### src/rtl/srl_iter.sv
// Multicycle right shifter: one bit position per clock, valid/ready on both sides.
// Define SRL_ITER_SRA_EN to enable arithmetic (sign-fill) shifts via arith.
module srl_iter #(
  parameter int WIDTH = 32,
  parameter int SHW   = 5
) (
  input  logic             clk,
  input  logic             nrst,
  input  logic             in_valid,
  output logic             in_ready,
  input  logic [WIDTH-1:0] a,
  input  logic [SHW-1:0]   shamt,
  input  logic             arith,
  output logic             out_valid,
  input  logic             out_ready,
  output logic [WIDTH-1:0] y,
  output logic             busy
);

  typedef enum logic [1:0] {
    IDLE  = 2'd0,
    SHIFT = 2'd1,
    DONE  = 2'd2
  } state_e;

  state_e           state_q, state_d;
  logic [WIDTH-1:0] y_q, y_d;
  logic [SHW-1:0]   cnt_q, cnt_d;
  logic             fill_q, fill_d;
  logic             fill_in;

`ifdef SRL_ITER_SRA_EN
  assign fill_in = arith & a[WIDTH-1];
`else
  logic unused_arith;
  assign unused_arith = arith;
  assign fill_in      = 1'b0;
`endif

  always_ff @(posedge clk or negedge nrst) begin
    if (!nrst) begin
      state_q <= IDLE;
      y_q     <= '0;
      cnt_q   <= '0;
      fill_q  <= 1'b0;
    end else begin
      state_q <= state_d;
      y_q     <= y_d;
      cnt_q   <= cnt_d;
      fill_q  <= fill_d;
    end
  end

  always_comb begin
    state_d = state_q;
    y_d     = y_q;
    cnt_d   = cnt_q;
    fill_d  = fill_q;
    unique case (state_q)
      IDLE: begin
        if (in_valid) begin
          y_d     = a;
          cnt_d   = shamt;
          fill_d  = fill_in;
          state_d = SHIFT;
        end
      end
      SHIFT: begin
        if (cnt_q == '0) begin
          state_d = DONE;
        end else begin
          y_d   = {fill_q, y_q[WIDTH-1:1]};
          cnt_d = cnt_q - 1'b1;
        end
      end
      DONE: begin
        if (out_ready) state_d = IDLE;
      end
      default: state_d = IDLE;
    endcase
  end

  // Outputs decode from registered state only.
  assign in_ready  = (state_q == IDLE);
  assign out_valid = (state_q == DONE);
  assign busy      = (state_q != IDLE);
  assign y         = y_q;

endmodule

### config.mk
export PLATFORM = sky130hd
export DESIGN_NAME = srl_iter
export DESIGN_NICKNAME = d
export VERILOG_FILES = /design/src/rtl/srl_iter.sv
export SDC_FILE = /design/constraint.sdc
export NUM_CORES = 1
export LEC_CHECK = 0
export ABC_AREA = 1
export BUFFER_PORTS_ARGS = -buffer_cell sky130_fd_sc_hd__buf_2
export CORE_MARGIN = 4
export CORE_UTILIZATION = 53
export CTS_CLUSTER_SIZE = 12
export DETAILED_ROUTE_END_ITERATION = 12
export PLACE_DENSITY = 0.82
export RECOVER_POWER = 100
export SYNTH_ARGS = -nofsm -noshare
export SYNTH_HDL_FRONTEND = slang
export SYNTH_SLANG_ARGS = --single-unit
### constraint.sdc
create_clock -name clk -period 3 [get_ports clk]
set_clock_uncertainty 0.1 [all_clocks]
set_input_delay 0.45 -clock clk [delete_from_list [all_inputs] [get_ports clk]]
set_output_delay 0.45 -clock clk [all_outputs]
set_load 0.05 [all_outputs]
; ---- Yosys cells after proc, flatten, opt, wreduce, memory -nomap -nowiden
; Index checks and enable logic that the tools add are counted.
; W data, S select, Z words.
[totals]
reg_bits = 39
word_cells = 26
output_inout_bits = 35
in_bits = 42
[op_classes]
n_reduce_logical = 6
muxes = 10
eq_ne = 6
add_sub_neg = 1
[op_table]
columns = op, count
row1 = $mux W32, 2
row2 = $pmux W32 S2, 1
row3 = $mux W5, 2
row4 = $pmux W5 S2, 1
row5 = $mux W2, 3
row6 = $ne A2 B2 Y1 const B, 3
row7 = $pmux W2 S3, 1
row8 = $reduce_and A3 Y1, 2
row9 = $logic_not A5 Y1, 1
row10 = $sub A5 B1 Y5 const B, 1
row11 = $reduce_bool A2 Y1, 2
row12 = $eq A2 B1 Y1 const B, 1
row13 = $eq A2 B2 Y1 const B, 1
row14 = $logic_not A2 Y1, 1
row15 = $ne A2 B1 Y1 const B, 1

; ---- Depth between registers and ports, before layout
; Gate-level depths: netlist of run 1.
[logic_depth]
word_depth = 3
depth_mapped = 9
ltp_nobuf = 8

; ---- Worst setup path before layout of run 1
; OpenSTA, ideal clock, no wires.
[synth_timing]
path_kind = reg2out
start = register state_q[1]
end = output port busy
stages_incl_launch_ff = 3
setup_slack_ns = 0.865
t_arrival_ns = 1.585
path_buffers = 0
required_time_ns = 2.450
path_cell_list = dfrtp_1 -> nor2_1 -> inv_1
[synth_via]
elab_chain_len = 1
[synth_lines]
columns = item, line_no
row1 = from (decl), 26  ; state_e state_q, state_d;
row2 = from (signal assigned), 47  ; state_q <= state_d;
row3 = $reduce_bool A2 Y1, 86  ; assign busy = (state_q != IDLE);
row4 = to (decl), 17  ; output logic busy
; Every way passes these cells.

; ---- Worst setup path after layout of run 1
[layout_timing]
start = register state_q[1]
end = register y_q[7] (netlist: y[7])
[layout_via]
elab_chain_len = 3
word_cells_on_any_way = 7
cone_classes = 3 x eq/ne / 1 x mux / 3 x reduce/logical
[layout_lines]
columns = item, line_no
row1 = $eq A2 B1 Y1 / $logic_not A2 Y1 (equally long branches), 59  ; unique case (state_q)
row2 = $ne A2 B2 Y1 (no source line) / $reduce_bool A2 Y1 (equally long branches), n/a
row3 = $reduce_and A3 Y1 (no source line), n/a
row4 = to (signal assigned), 48  ; y_q <= y_d;
row5 = to (decl), 27  ; logic [WIDTH-1:0] y_q, y_d;
; Several ways; a longest one is shown, not always the timed one.
; A chain may end at the register's enable or synchronous reset.

==> results of run 1 <==
==> synthesized netlist by cell type <==
master	count	area (um2)
a21oi_1	1	5.00
nor2_4	1	11.3
nand3_1	4	20.0
clkbuf_1	2	7.51
buf_2	5	25.0
inv_2	3	11.3
inv_1	40	150
or2_2	2	12.5
ha_1	1	12.5
o21ai_2	18	158
o21ai_1	26	130
o22ai_1	1	6.26
dfrtp_1	39	976
nand2_2	4	25.0
buf_6	4	45.0
nand4_1	1	6.26
nor2_1	7	26.3
buf_4	3	22.5
nand2_1	82	308
o21ai_0	21	105
==> layout by cell type (no fill, tap or decap), drive strengths merged, types with 2 or more instances in the layout <==
cell    netlist  final
dfrtp        39     39
nand2        86     86
nand3         4      4
or2           2      2
buf          12     40
nor2          8      8
o21ai        65     65
clkbuf        2     45
inv          43     43
==> routing by layer <==
layer	track usage (%)	vias up	share of wire, %
met5	0	-	0
met4	4.47	0	0.64
met3	4.17	4	6.7
met2	31.1	54	49
met1	24.3	829	44
li1	-	961	-
==> worst reg2reg max path: cells and delay by family (launching register included) <==
family,cells,cell delay [ns]
AO/OA/AOI/OAI,1,0.15
AND/OR/NAND/NOR,3,1.00
flip-flops,1,0.39
buffers and inverters,1,0.38
==> state kept, by name, indices dropped and copies added, names as in the netlist <==
| signal | flops |
|---|---|
| state_q | 2 |
| cnt_q | 5 |
| y | 32 |
==> cell families (layout without fill, tap and decap cells) <==
group | after synthesis | after routing | synth area share (%)
buffers and inverters | 57 | 128 | 12.7
and+or+nand+nor | 101 | 101 | 19.8
AOI/OAI and AO/OA | 67 | 67 | 19.6
adders and majority gates | 1 | 1 | 0.606
DFF | 39 | 39 | 47.3
==> cell type report <==
cell class              count  area (um2)  area share (%)
clock buffers               8         100            4.13
inverters                  43         161            6.66
well taps                  48        60.1            2.48
repair buffers             77         342            14.1
multi-input cells         169         786            32.4
flip-flops and latches     39         976            40.2
==> how the worst min path moves through the flow <==
stage                          start                     end  slack, ns  cells after the start
global route               out_ready  state_q[1]$_DFFE_PN0P_       0.26                      2
global placement    y[0]$_DFFE_PN0P_        y[0]$_DFFE_PN0P_       0.37                      2
CTS                             nrst       y[19]$_DFFE_PN0P_       0.21                      1
finish                     out_ready  state_q[1]$_DFFE_PN0P_       0.26                      2
detailed placement  y[0]$_DFFE_PN0P_        y[0]$_DFFE_PN0P_       0.38                      2
floorplan                       nrst    cnt_q[0]$_DFFE_PN0P_       0.05                      0
==> through the flow <==
stage / cells / util [%]
2_1_floorplan: 265 / -
3_3_place_gp: 376 / 64.9
3_5_place_dp: 376 / 64.9
4_1_cts: 384 / 67.6
5_1_grt: 384 / 65.3
6_report: 384 / 65.3
==> run_summary.xml, run 1 <==
<?xml version="1.0" encoding="UTF-8"?>
<metrics>
  <group name="setup_path">
    <metric name="worstReg2RegEnd" unit="">y[7]$_DFFE_PN0P_</metric>
    <metric name="critPathTopFamily" unit="">simple AND/OR/NAND/NOR gates</metric>
    <metric name="rrSetupSlack" unit="ns">0.84</metric>
    <metric name="r2r_cells" unit="">5</metric>
    <metric name="cp_slowest_cell" unit="">nand2_2</metric>
    <metric name="endpoint_kind" unit="">flop</metric>
    <metric name="worst-endpoint-required" unit="ns">3.04</metric>
    <metric name="critical_path_stages" unit="">5</metric>
    <metric name="cell_by_cell_trace_of_the_critical_path" unit="">nor2_1 -&gt; nand2_1 -&gt; nand2_2 -&gt; clkbuf_1 -&gt; o21ai_0</metric>
    <metric name="path_buf_inv" unit="">1</metric>
    <metric name="cpPeakStageDelay" unit="ns">0.44</metric>
    <metric name="crit-reg2reg-launch" unit="">state_q[1]$_DFFE_PN0P_</metric>
    <metric name="timing.critical_path.to" unit="">y[7]$_DFFE_PN0P_</metric>
    <metric name="critical_path_arrival" unit="ns">2.21</metric>
    <metric name="criticalPathCategory" unit="">reg2reg</metric>
    <metric name="startpoint_type" unit="">flop</metric>
    <metric name="critical_path.max_fanout" unit="">33</metric>
    <metric name="crit_start" unit="">state_q[1]$_DFFE_PN0P_</metric>
  </group>
  <group name="clock_tree">
    <metric name="hold_buffers" unit="">0</metric>
    <metric name="insertion_delay" unit="ns">0.28</metric>
    <metric name="ctsHtreeMaxLevel" unit="">2</metric>
    <metric name="tritoncts" unit="">yes</metric>
    <metric name="post-cts-setup-buffer-count" unit="">0</metric>
    <metric name="deepest_clock_path_buffer_count" unit="">2</metric>
    <metric name="ctsResizeCount" unit="">0</metric>
    <metric name="clock-sinks" unit="">39</metric>
    <metric name="cts_made_buffers" unit="">5</metric>
    <metric name="cts.root.buffer_cell" unit="">clkbuf_8</metric>
    <metric name="clkTransAtPathRegs" unit="ns">0.07</metric>
  </group>
  <group name="timing">
    <metric name="final_max_slew_viol_count" unit="">40</metric>
    <metric name="worst_slew_margin_rel" unit="%">-37.4</metric>
    <metric name="setup_total_negative_slack" unit="ns">0</metric>
    <metric name="layout_setup_ws" unit="ns">0.838</metric>
    <metric name="grt_setup_unrepaired" unit="">false</metric>
    <metric name="post-route-min-period" unit="ns">2.16</metric>
    <metric name="timing_worst_slew_pin_value" unit="ns">2.06</metric>
    <metric name="hold_ws" unit="ns">0.258</metric>
    <metric name="max_freq" unit="MHz">462</metric>
    <metric name="final_min_period_over_clock_period" unit="%">72.1</metric>
    <metric name="setup_viol" unit="">0</metric>
    <metric name="timing_hold_violations_final" unit="">0</metric>
  </group>
  <group name="floorplanning">
    <metric name="floorplan.initialDensity" unit="%">55.5</metric>
    <metric name="design.core.area" unit="mm2">0.00372</metric>
    <metric name="placementRows" unit="">22</metric>
    <metric name="ioPinCount" unit="">77</metric>
    <metric name="fp.dieW" unit="um">70.4</metric>
    <metric name="dieArea" unit="mm2">0.00495</metric>
    <metric name="die_height" unit="um">70.4</metric>
  </group>
  <group name="logic_synthesis">
    <metric name="proportion_of_synthesized_chip_area_in_sequential_cells" unit="%">47.3</metric>
    <metric name="postSynthCellCount" unit="">265</metric>
    <metric name="syn_area" unit="mm2">0.00206</metric>
    <metric name="mapped_avg_cell_area" unit="um2">7.79</metric>
    <metric name="yosys.cell_types.count" unit="">20</metric>
    <metric name="mappedNetlistNets" unit="">308</metric>
    <metric name="warning_count_from_the_yosys_run" unit="">0</metric>
    <metric name="synth-seq-cells" unit="">39</metric>
  </group>
  <group name="detailed_routing">
    <metric name="post_drt_wl_per_cell" unit="um">11.4</metric>
    <metric name="antenna_violating_nets_post_route" unit="">0</metric>
    <metric name="routed_vias" unit="">1848</metric>
    <metric name="drtPass1Iterations" unit="">4</metric>
    <metric name="postRouteWirelength" unit="um">4390</metric>
    <metric name="post-route-drc-count" unit="">0</metric>
    <metric name="via_density" unit="">4.81</metric>
    <metric name="detail_route.iter0.violations" unit="">148</metric>
  </group>
  <group name="grt">
    <metric name="grt.overflow.total" unit="">0</metric>
    <metric name="track_usage" unit="%">18.6</metric>
    <metric name="grt_start_max_net_pins" unit="">68</metric>
    <metric name="first_global_vias" unit="">1755</metric>
    <metric name="wire_length_of_the_first_global_routing_pass" unit="um">7580</metric>
    <metric name="antenna_violations_before_repair" unit="">0</metric>
  </group>
  <group name="final_layout">
    <metric name="fin_area" unit="mm2">0.00242</metric>
    <metric name="layout.nets" unit="">378</metric>
    <metric name="diodes" unit="">0</metric>
    <metric name="share_of_layout_cells_above_drive_strength_1" unit="%">18.8</metric>
    <metric name="area_growth" unit="%">17.5</metric>
    <metric name="final.fill_count" unit="">377</metric>
  </group>
  <group name="placed_design">
    <metric name="gp_routability_congestion" unit="">0.765</metric>
    <metric name="place_worst_setup_slack" unit="ns">0.920</metric>
    <metric name="port-buffer-count" unit="">75</metric>
    <metric name="dp_hpwl" unit="um">3140</metric>
    <metric name="placed_area" unit="mm2">0.00241</metric>
  </group>
  <group name="status">
    <metric name="status" unit="">finished, violations left</metric>
    <metric name="violations" unit="">capacitance limit, slew limit</metric>
  </group>
  <group name="hold_path">
    <metric name="hold_path_class" unit="">in2reg</metric>
  </group>
  <group name="job">
    <metric name="maxCapViolations" unit="">1</metric>
  </group>
</metrics>
Power of run 1 is not shown: default switching activity piles up to over one toggle a cycle in this logic, so the estimate is an artifact.
==> run 2, diff against run 1 <==
--- a/config.mk
+++ b/config.mk
@@ -8,10 +8,10 @@
 export ABC_AREA = 1
 export BUFFER_PORTS_ARGS = -buffer_cell sky130_fd_sc_hd__buf_2
 export CORE_MARGIN = 4
-export CORE_UTILIZATION = 53
+export CORE_UTILIZATION = 49
 export CTS_CLUSTER_SIZE = 12
 export DETAILED_ROUTE_END_ITERATION = 12
-export PLACE_DENSITY = 0.82
+export PLACE_DENSITY = 0.77
 export RECOVER_POWER = 100
 export SYNTH_ARGS = -nofsm -noshare
 export SYNTH_HDL_FRONTEND = slang
==> constraint.sdc (replaced) <==
create_clock -name clk -period 2.15 [get_ports clk]
set_clock_uncertainty 0.1 [all_clocks]
set_input_delay 0.3225 -clock clk [delete_from_list [all_inputs] [get_ports clk]]
set_output_delay 0.3225 -clock clk [all_outputs]
set_load 0.05 [all_outputs]
==> run_summary.xml, run 2 (synthesis results as in run 1) <==
<?xml version="1.0" encoding="UTF-8"?>
<metrics>
  <group name="floorplanning">
    <metric name="placementRows" unit="">23</metric>
    <metric name="floorplan.initialDensity" unit="%">51.2</metric>
    <metric name="die_height" unit="um">72.9</metric>
    <metric name="design.core.area" unit="mm2">0.00403</metric>
    <metric name="dieArea" unit="mm2">0.00531</metric>
    <metric name="ioPinCount" unit="">77</metric>
    <metric name="fp.dieW" unit="um">72.9</metric>
  </group>
  <group name="final_layout">
    <metric name="share_of_layout_cells_above_drive_strength_1" unit="%">19.6</metric>
    <metric name="layout_common_cells" unit="">86 x nand2_1, 42 x inv_1, 40 x buf_2</metric>
    <metric name="area_growth" unit="%">18.7</metric>
    <metric name="layout.nets" unit="">381</metric>
    <metric name="layout_commonest_cell" unit="">nand2_1</metric>
    <metric name="largest_reg_flops" unit="">32</metric>
    <metric name="fin_area" unit="mm2">0.00245</metric>
    <metric name="final.fill_count" unit="">408</metric>
    <metric name="diodes" unit="">0</metric>
  </group>
  <group name="detailed_routing">
    <metric name="routed_vias" unit="">1862</metric>
    <metric name="via_density" unit="">4.81</metric>
    <metric name="postRouteWirelength" unit="um">4300</metric>
    <metric name="post_drt_wl_per_cell" unit="um">11.1</metric>
    <metric name="antenna_violating_nets_post_route" unit="">0</metric>
    <metric name="post-route-drc-count" unit="">0</metric>
    <metric name="drtPass1Iterations" unit="">4</metric>
    <metric name="detail_route.iter0.violations" unit="">115</metric>
  </group>
  <group name="setup_path">
    <metric name="cell_by_cell_trace_of_the_critical_path" unit="">inv_1 -&gt; nor2_1 -&gt; clkbuf_1</metric>
    <metric name="startpoint_type" unit="">flop</metric>
    <metric name="cpPeakStageDelay" unit="ns">0.50</metric>
    <metric name="criticalPathCategory" unit="">reg2out</metric>
    <metric name="cp_slowest_cell" unit="">clkbuf_1</metric>
    <metric name="critical_path_arrival" unit="ns">1.38</metric>
    <metric name="endpoint_kind" unit="">output pin</metric>
    <metric name="critical_path.max_fanout" unit="">3</metric>
    <metric name="worst-endpoint-required" unit="ns">1.73</metric>
  </group>
  <group name="timing">
    <metric name="grt_setup_unrepaired" unit="">false</metric>
    <metric name="timing_worst_slew_pin_value" unit="ns">0.953</metric>
    <metric name="final_max_slew_viol_count" unit="">0</metric>
    <metric name="worst_slew_margin_rel" unit="%">36.5</metric>
    <metric name="timing_hold_violations_final" unit="">0</metric>
    <metric name="final_min_period_over_clock_period" unit="%">83.8</metric>
    <metric name="post-route-min-period" unit="ns">1.80</metric>
    <metric name="setup_total_negative_slack" unit="ns">0</metric>
    <metric name="max_freq" unit="MHz">555</metric>
    <metric name="setup_viol" unit="">0</metric>
  </group>
  <group name="placed_design">
    <metric name="gp_routability_congestion" unit="">0.726</metric>
    <metric name="dp_hpwl" unit="um">3080</metric>
    <metric name="placed_area" unit="mm2">0.00244</metric>
    <metric name="port-buffer-count" unit="">75</metric>
  </group>
  <group name="clock_tree">
    <metric name="cts.root.buffer_cell" unit="">clkbuf_8</metric>
    <metric name="clock-sinks" unit="">39</metric>
    <metric name="ctsResizeCount" unit="">0</metric>
    <metric name="clkTransAtPathRegs" unit="ns">0.07</metric>
    <metric name="insertion_delay" unit="ns">0.29</metric>
    <metric name="cts_made_buffers" unit="">5</metric>
    <metric name="ctsHtreeMaxLevel" unit="">2</metric>
    <metric name="hold_buffers" unit="">1</metric>
    <metric name="deepest_clock_path_buffer_count" unit="">2</metric>
    <metric name="tritoncts" unit="">yes</metric>
    <metric name="post-cts-setup-buffer-count" unit="">0</metric>
  </group>
  <group name="hold_path">
    <metric name="hold_path_class" unit="">in2reg</metric>
  </group>
  <group name="job">
    <metric name="maxCapViolations" unit="">0</metric>
  </group>
  <group name="grt">
    <metric name="grt_start_max_net_pins" unit="">71</metric>
    <metric name="global_route.peak_usage_layer" unit="">met2</metric>
    <metric name="first_global_vias" unit="">1683</metric>
    <metric name="grtUsageMet1" unit="%">21.1</metric>
    <metric name="gr-usage-met3" unit="%">4.55</metric>
    <metric name="use_met2" unit="%">27.8</metric>
    <metric name="track_usage" unit="%">17.0</metric>
    <metric name="wire_length_of_the_first_global_routing_pass" unit="um">7090</metric>
    <metric name="antenna_violations_before_repair" unit="">0</metric>
    <metric name="grt.overflow.total" unit="">0</metric>
  </group>
  <group name="status">
    <metric name="status" unit="">finished clean</metric>
  </group>
</metrics>
## run 2: cell types whose count changed in the layout (fill, tap and decap cells not counted), sizes merged
cell / change
dlygate4sd3: +1
buf: +2
clkbuf: -2
## run 2: final timing paths
check	slack, ns	depth (start not counted)	endpoint	start
worst max-delay path	0.35	3	out_valid	state_q[1]$_DFFE_PN0P_
worst max register to register	0.42	9	cnt_q[3]$_DFFE_PN0P_	cnt_q[0]$_DFFE_PN0P_
worst min-delay path	0.13	2	state_q[1]$_DFFE_PN0P_	out_ready
min in group asynchronous	0.69	3	y[0]$_DFFE_PN0P_	nrst
worst min register to register	0.38	2	y[0]$_DFFE_PN0P_	y[0]$_DFFE_PN0P_
max in group asynchronous	0.67	3	y[4]$_DFFE_PN0P_	nrst
## run 2: through the flow
stage	std cells	worst slack [ns]	util, %	hold slack, ns
after floorplan	265	0.142	-	-0.0731
after global placement	380	0.533	60.7	0.308
after detailed placement	380	0.467	60.7	0.313
after CTS	387	0.451	62.7	0.112
after global routing	387	0.262	60.8	0.115
final	387	0.348	60.8	0.126
## run 2: area by class of cell
| cell class | instances | area, um2 | share of cell area (%) |
|---|---|---|---|
| multi-input combinational | 169 | 797 | 32.5 |
| tap | 50 | 62.6 | 2.55 |
| clock buffer | 6 | 72.6 | 2.96 |
| sequential | 39 | 976 | 39.9 |
| inverter | 43 | 161 | 6.59 |
| timing repair buffer | 80 | 379 | 15.5 |
## run 2: metal layers
| metal | vias up | part of all wire (%) |
|---|---|---|
| met5 | - | 0 |
| met4 | 0 | 1.2 |
| met3 | 7 | 6.8 |
| met2 | 48 | 47 |
| met1 | 842 | 45 |
| li1 | 965 | - |
## run 2: critical path, delay by kind of cell, from the launching register on
| family | cells | cell delay [ns] |
|---|---|---|
| flops | 1 | 0.42 |
| buf+inv | 2 | 0.55 |
| simple gates | 1 | 0.13 |
Power of run 2 is left out for the same reason.
